<file path="src/rtl/gcd_job_issuer_if.sv">
// gcd_job_issuer_if: bundles the three handshakes around the GCD job issuer.
//   req_*  : operand-pair request (valid/ready, consumer is the issuer)
//   gcd_*  : engine go/done handshake (issuer drives operands and go)
//   rsp_*  : result response (valid/ready, producer is the issuer)
// Modports:
//   master : the issuer's view
//   slave  : the surrounding system's view (requester, engine, consumer)
interface gcd_job_issuer_if #(
   parameter int unsigned WIDTH = 8
);
   logic             req_valid;
   logic             req_ready;
   logic [WIDTH-1:0] req_a;
   logic [WIDTH-1:0] req_b;

   logic [WIDTH-1:0] gcd_a;
   logic [WIDTH-1:0] gcd_b;
   logic             gcd_go;
   logic             gcd_done;
   logic [WIDTH-1:0] gcd_result;

   logic             rsp_valid;
   logic             rsp_ready;
   logic [WIDTH-1:0] rsp_data;
   logic             rsp_err;

   modport master (
      input  req_valid, req_a, req_b, gcd_done, gcd_result, rsp_ready,
      output req_ready, gcd_a, gcd_b, gcd_go, rsp_valid, rsp_data, rsp_err
   );

   modport slave (
      output req_valid, req_a, req_b, gcd_done, gcd_result, rsp_ready,
      input  req_ready, gcd_a, gcd_b, gcd_go, rsp_valid, rsp_data, rsp_err
   );
endinterface

</file>
<file path="src/rtl/gcd_job_issuer.sv">
// gcd_job_issuer: host-side initiator for the GCD engine's go/done handshake.
// Accepts an operand pair, issues a one-cycle go to the engine, waits for done
// (bounded by TIMEOUT cycles) and returns the result on the response port.
// Zero operands are answered directly, since the subtract-loop engine would
// never terminate on them.
// Ports:
//   clk           : system clock, all state on rising edge
//   rst           : synchronous active-high reset
//   bus           : request / engine / response handshakes (master view)
//   busy          : issuer is not idle
//   spurious_done : sticky, engine done seen outside the wait state
//   job_count     : number of responses delivered (wraps)
module gcd_job_issuer #(
   parameter int unsigned WIDTH   = 8,
   parameter int unsigned TIMEOUT = 1023
) (
   input  logic                    clk,
   input  logic                    rst,
   gcd_job_issuer_if.master        bus,
   output logic                    busy,
   output logic                    spurious_done,
   output logic [15:0]             job_count
);

   localparam int unsigned TW = (TIMEOUT > 2) ? $clog2(TIMEOUT) : 1;
   localparam logic [TW-1:0] TimerLast = TW'(TIMEOUT - 1);

   typedef enum logic [1:0] {StIdle, StIssue, StWait, StResp} state_e;

   state_e           state_q;
   logic [TW-1:0]    timer_q;
   logic [WIDTH-1:0] opa_q;
   logic [WIDTH-1:0] opb_q;
   logic [WIDTH-1:0] rsp_data_q;
   logic             rsp_err_q;
   logic             rsp_valid_q;
   logic             gcd_go_q;
   logic             req_ready_q;
   logic             busy_q;
   logic             spurious_q;
   logic [15:0]      job_count_q;

   // All outputs are registered and updated alongside the state.
   always_ff @(posedge clk) begin
      if (rst) begin
         state_q     <= StIdle;
         timer_q     <= '0;
         opa_q       <= '0;
         opb_q       <= '0;
         rsp_data_q  <= '0;
         rsp_err_q   <= 1'b0;
         rsp_valid_q <= 1'b0;
         gcd_go_q    <= 1'b0;
         req_ready_q <= 1'b1;
         busy_q      <= 1'b0;
         spurious_q  <= 1'b0;
         job_count_q <= '0;
      end else begin
         // Any done outside WAIT (including a late one after a timeout) is
         // recorded but never used as data.
         if (bus.gcd_done && (state_q != StWait)) begin
            spurious_q <= 1'b1;
         end

         unique case (state_q)
            StIdle: begin
               if (bus.req_valid) begin
                  opa_q       <= bus.req_a;
                  opb_q       <= bus.req_b;
                  req_ready_q <= 1'b0;
                  busy_q      <= 1'b1;
                  if ((bus.req_a == '0) || (bus.req_b == '0)) begin
                     // OR yields the nonzero operand, or zero when both are zero.
                     rsp_data_q  <= bus.req_a | bus.req_b;
                     rsp_err_q   <= (bus.req_a == '0) && (bus.req_b == '0);
                     rsp_valid_q <= 1'b1;
                     state_q     <= StResp;
                  end else begin
                     gcd_go_q <= 1'b1;
                     state_q  <= StIssue;
                  end
               end
            end

            StIssue: begin
               gcd_go_q <= 1'b0;
               timer_q  <= '0;
               state_q  <= StWait;
            end

            StWait: begin
               // done takes priority over an expiring timer on the same cycle.
               if (bus.gcd_done) begin
                  rsp_data_q  <= bus.gcd_result;
                  rsp_err_q   <= 1'b0;
                  rsp_valid_q <= 1'b1;
                  state_q     <= StResp;
               end else if (timer_q == TimerLast) begin
                  rsp_data_q  <= '0;
                  rsp_err_q   <= 1'b1;
                  rsp_valid_q <= 1'b1;
                  state_q     <= StResp;
               end else begin
                  timer_q <= timer_q + 1'b1;
               end
            end

            StResp: begin
               if (bus.rsp_ready) begin
                  job_count_q <= job_count_q + 16'd1;
                  rsp_valid_q <= 1'b0;
                  req_ready_q <= 1'b1;
                  busy_q      <= 1'b0;
                  state_q     <= StIdle;
               end
            end

            default: begin
               state_q <= StIdle;
            end
         endcase
      end
   end

   assign bus.req_ready  = req_ready_q;
   assign bus.gcd_a      = opa_q;
   assign bus.gcd_b      = opb_q;
   assign bus.gcd_go     = gcd_go_q;
   assign bus.rsp_valid  = rsp_valid_q;
   assign bus.rsp_data   = rsp_data_q;
   assign bus.rsp_err    = rsp_err_q;
   assign busy           = busy_q;
   assign spurious_done  = spurious_q;
   assign job_count      = job_count_q;

endmodule

</file>
<file path="src/flat_wrapper.sv">
// flat-port wrapper written by rule: the top's interface ports become plain ports
module gcd_job_issuer_flat 
#(
   parameter int unsigned WIDTH   = 8,
   parameter int unsigned TIMEOUT = 1023
)
  (clk, rst, busy, spurious_done, job_count, bus_req_valid, bus_req_a, bus_req_b, bus_gcd_done, bus_gcd_result, bus_rsp_ready, bus_req_ready, bus_gcd_a, bus_gcd_b, bus_gcd_go, bus_rsp_valid, bus_rsp_data, bus_rsp_err);
  gcd_job_issuer_if #(.WIDTH(WIDTH)) bus_i ();
  input  logic clk;
  input  logic rst;
  output logic busy;
  output logic spurious_done;
  output logic [15:0] job_count;
  input wire logic [$bits(bus_i.req_valid)-1:0] bus_req_valid;
  input wire logic [$bits(bus_i.req_a)-1:0] bus_req_a;
  input wire logic [$bits(bus_i.req_b)-1:0] bus_req_b;
  input wire logic [$bits(bus_i.gcd_done)-1:0] bus_gcd_done;
  input wire logic [$bits(bus_i.gcd_result)-1:0] bus_gcd_result;
  input wire logic [$bits(bus_i.rsp_ready)-1:0] bus_rsp_ready;
  output wire logic [$bits(bus_i.req_ready)-1:0] bus_req_ready;
  output wire logic [$bits(bus_i.gcd_a)-1:0] bus_gcd_a;
  output wire logic [$bits(bus_i.gcd_b)-1:0] bus_gcd_b;
  output wire logic [$bits(bus_i.gcd_go)-1:0] bus_gcd_go;
  output wire logic [$bits(bus_i.rsp_valid)-1:0] bus_rsp_valid;
  output wire logic [$bits(bus_i.rsp_data)-1:0] bus_rsp_data;
  output wire logic [$bits(bus_i.rsp_err)-1:0] bus_rsp_err;
  assign bus_i.req_valid = bus_req_valid;
  assign bus_i.req_a = bus_req_a;
  assign bus_i.req_b = bus_req_b;
  assign bus_i.gcd_done = bus_gcd_done;
  assign bus_i.gcd_result = bus_gcd_result;
  assign bus_i.rsp_ready = bus_rsp_ready;
  assign bus_req_ready = bus_i.req_ready;
  assign bus_gcd_a = bus_i.gcd_a;
  assign bus_gcd_b = bus_i.gcd_b;
  assign bus_gcd_go = bus_i.gcd_go;
  assign bus_rsp_valid = bus_i.rsp_valid;
  assign bus_rsp_data = bus_i.rsp_data;
  assign bus_rsp_err = bus_i.rsp_err;
  gcd_job_issuer #(.WIDTH(WIDTH), .TIMEOUT(TIMEOUT)) u_core (.clk(clk), .rst(rst), .bus(bus_i), .busy(busy), .spurious_done(spurious_done), .job_count(job_count));
endmodule
</file>
<file path="config.mk">
export PLATFORM = sky130hd
export DESIGN_NAME = gcd_job_issuer_flat
export DESIGN_NICKNAME = d
export VERILOG_FILES = /design/src/rtl/gcd_job_issuer_if.sv /design/src/rtl/gcd_job_issuer.sv /design/src/flat_wrapper.sv
export SDC_FILE = /design/constraint.sdc
export NUM_CORES = 1
export LEC_CHECK = 0
export CORE_UTILIZATION = 40
export CTS_CLUSTER_DIAMETER = 120
export CTS_CLUSTER_SIZE = 25
export DETAILED_ROUTE_END_ITERATION = 16
export DONT_BUFFER_PORTS = 1
export PLACE_DENSITY = 0.65
export SLEW_MARGIN = 20
export SYNTH_ARGS = -nofsm -noshare
export SYNTH_HDL_FRONTEND = slang
export SYNTH_SLANG_ARGS = --single-unit
</file>
<file path="constraint.sdc">
create_clock -name clk -period 1.7 [get_ports clk]
set_input_delay 0.34 -clock clk [delete_from_list [all_inputs] [get_ports clk]]
set_output_delay 0.34 -clock clk [all_outputs]
set_load 0.02 [all_outputs]
</file>
==> results.cfg <==
[route]
wire_per_inst_um = 14.6
drc_errors = 14
vias = 2422
antenna_left = 0
drt_first_pass_iters = 11
drtIter0Drc = 134
drt-total-wl_mm = 6.56
routed_via_density = 5.39

[floorplanning]
start_util_pct = 41.9
die_h_um = 84.0
rows = 29
num_io_pins = 75
design.core.area_mm2 = 0.00642
die_x_um = 84.0
die_area_mm2 = 0.00705

[outcome]
status = finished, violations left
violations = DRC, setup timing

[min_path]
hold_path_depth = 1
min_to = u_core.spurious_done
min-delay-start = rst
hp-class = in2reg

[synth]
syn_nets = 374
synth_area_leaders = dfxtp_1, a21oi_1, nand2_1
yosys.area.top_type = dfxtp_1
synth.distinct_cells = 40
ys_seq_area_share_pct = 43.2
syn_area_mm2 = 0.00269
synthFlopType = dfxtp_1
syn-mean-instance-area_um2 = 7.98
yosys.area.top_type_share_pct = 43.2
ys_ff_latch = 58
async_reset_ff_share_pct = 0
synth_common_cells = dfxtp_1, nand2_1, a21oi_1
synth.most_common_cell = dfxtp_1
synth_edf_count = 0
ys_warn_count = 0
synth_cells = 337

[clock_tree]
htree_levels = 3
clkTransAtPathRegs_ps = 60
cts_inserted_buffers = 9
cts_sinks = 58
postCtsHoldBufs = 0
cts.path.max_buffers = 2
tritoncts = done
root_buffer = clkbuf_8
insertion_delay_ps = 330

[timing]
finalCriticalPeriod_ps = 1730
slew_violations = 0
maxSlewHeadroom_pct = 77.9
worst_pin_slew_ps = 332
hold_ws_ps = 77.6
hold_viol_final = 0
fmax_mhz = 579
rsz0062_at_grt = true
final.period_utilization_pct = 102
finClkSkew_ps = 5.43
setup_slack_ps = -26.6
finalSetupViolCount = 2

[critical_path]
reg2reg_slack_ps = -30
cp.arrival_ps = 1990
cp-end-kind = flip-flop
crit_type = reg2reg
slowest_delay_ps = 400
crit_fanout = 3
critPathRequiredTime_ps = 1970
worst-path-buf-inv = 1
startpoint_type = flip-flop
rr_worst_depth = 7
path_delay_family = simple AND/OR/NAND/NOR gates
r2r-end = u_core.bus.rsp_valid
cpMaxStageDelayCell = or4_1
crit_chain = inv_2 -> ha_1 -> nand4_1 -> o31ai_4 -> nand2_4 -> or4_1 -> a21oi_1
r2r_start = u_core.timer_q[0]

[placed_design]
place_worst_setup_slack_ps = -9.40
dpl.hpwl_mm = 4.74
dp.cells = 432
gp_congestion = 0.832
portBuffers = 0

[pwr]
p_int_uw = 2950
power.density_mw_per_mm2 = 1470
pwr-share-clk_pct = 25.6
power_frac_seq_pct = 42.3
pwr-share-comb_pct = 32.2
p_leak_uw = 0.00121
p_sw_share_pct = 38.2
p_total_uw = 4770
switching_power_uw = 1820
vdd_drop_max_mv = 0.567

[layout]
instances_no_fill = 449
post-route-util_pct = 50.5
n_fill_cell = 631
layout.nets = 405
area_growth_pct = 20.6
diodes = 0
drive_gt1_share_pct = 19.9
regArea_mm2 = 0.00116
multi_input_area_mm2 = 0.00147

[global_routing]
grt_max_degree = 52
grtUsageTotal_pct = 18.9
grt_pass1_vias = 2255
grt.overflow.total = 0
antenna_found_initial = 0
grt_pass1_wl_mm = 10.5

[job]
drv_cap = 0
==> area by class of cell <==
cell class	instances	area share, %
clock buffer	12	4.48
clock inverter	3	1.23
sequential	58	35.9
timing repair buffer	36	8.83
multi-input combinational	252	45.3
inverter	11	1.27
tap	77	2.97
==> routing by layer <==
layer / GRT usage, % / share of wire (%)
met3: 8.21 / 7.3
met2: 31.5 / 49
met4: 7.05 / 1.2
met5: 0 / 0
met1: 21.4 / 42
==> state kept, by name (all words and copies together) (netlist names) <==
signal,count
u_core.bus.rsp_err,1
u_core.timer_q,10
u_core.bus.rsp_valid,1
u_core.bus.gcd_b,8
u_core.bus.rsp_data,8
u_core.state_q,2
u_core.job_count,16
u_core.bus.gcd_a,8
u_core.busy,1
u_core.bus.gcd_go,1
u_core.bus.req_ready,1
u_core.spurious_done,1
==> cell usage in the layout, fill, tap and decap left out, types with 6 or more instances in the layout <==
master    instances
dfxtp_1          55
nand4_1           8
a21oi_1          39
buf_4            34
o21ai_0          17
nor3_1            6
inv_1            10
o21ai_1           6
nand3_1          11
ha_1              7
xnor2_1          10
xor2_1            9
nor2_1           37
clkbuf_8         10
nand2_1          51
==> per-stage QoR <==
step / instance area [um2] / TNS [ps]
2_1_floorplan: 2700 / -24.3
3_3_place_gp: 3000 / -12.6
3_5_place_dp: 3000 / -9.40
4_1_cts: 3200 / -19.7
5_1_grt: 3240 / -333
6_report: 3240 / -49.1
==> worst register-to-register path: stages (launching register included) <==
cell and delay [ps]:
dfxtp_2 320, inv_2 50, ha_1 140, nand4_1 190
o31ai_4 360, nand2_4 80, or4_1 400, a21oi_1 120
==> power by group through the flow <==
stage	Combinational [uW]	Clock (uW)	Sequential (uW)
after global routing	1710	1310	2040
after global placement	1400	0	2030
after floorplan	1010	0	1990
final	1530	1220	2020
after detailed placement	1440	0	2040
after CTS	1470	1260	2010
==> what timing repair did <==
| item | in CTS | in global routing |
|---|---|---|
| setup buffers | 0 | 2 |
| pin swaps | 2 | 4 |
| endpoints found under the setup margin | 5 | 24 |
| endpoints found under the hold margin | 0 | 0 |
| gates resized for setup | 5 | 15 |
==> worst max-delay path by stage <==
stage	startpoint	end	slack (ps)	cells after the start
after floorplan	u_core.timer_q[0]	u_core.bus.rsp_valid	-20	7
after global placement	bus_req_a[0]	u_core.bus.rsp_valid	-10	5
after detailed placement	u_core.state_q[0]	u_core.bus.rsp_valid	-9	7
after CTS	u_core.timer_q[0]	u_core.timer_q[8]	-20	7
after global routing	u_core.timer_q[0]	u_core.bus.rsp_valid	-120	7
final	u_core.timer_q[0]	u_core.bus.rsp_valid	-30	7
==> kinds of logic (layout without fill, tap and decap cells) <==
kind of cell	count (synthesis)	in the layout	share of synthesized area (%)
AOI/OAI and AO/OA	81	81	17.4
buffers and inverters	27	62	3.86
DFF	58	58	43.2
adders and majority gates	8	8	3.72
muxes	1	1	0.372
xor gates and xnor gates	19	19	6.19
and+or+nand+nor	143	143	25.2
(Power assumes the default switching activity.)
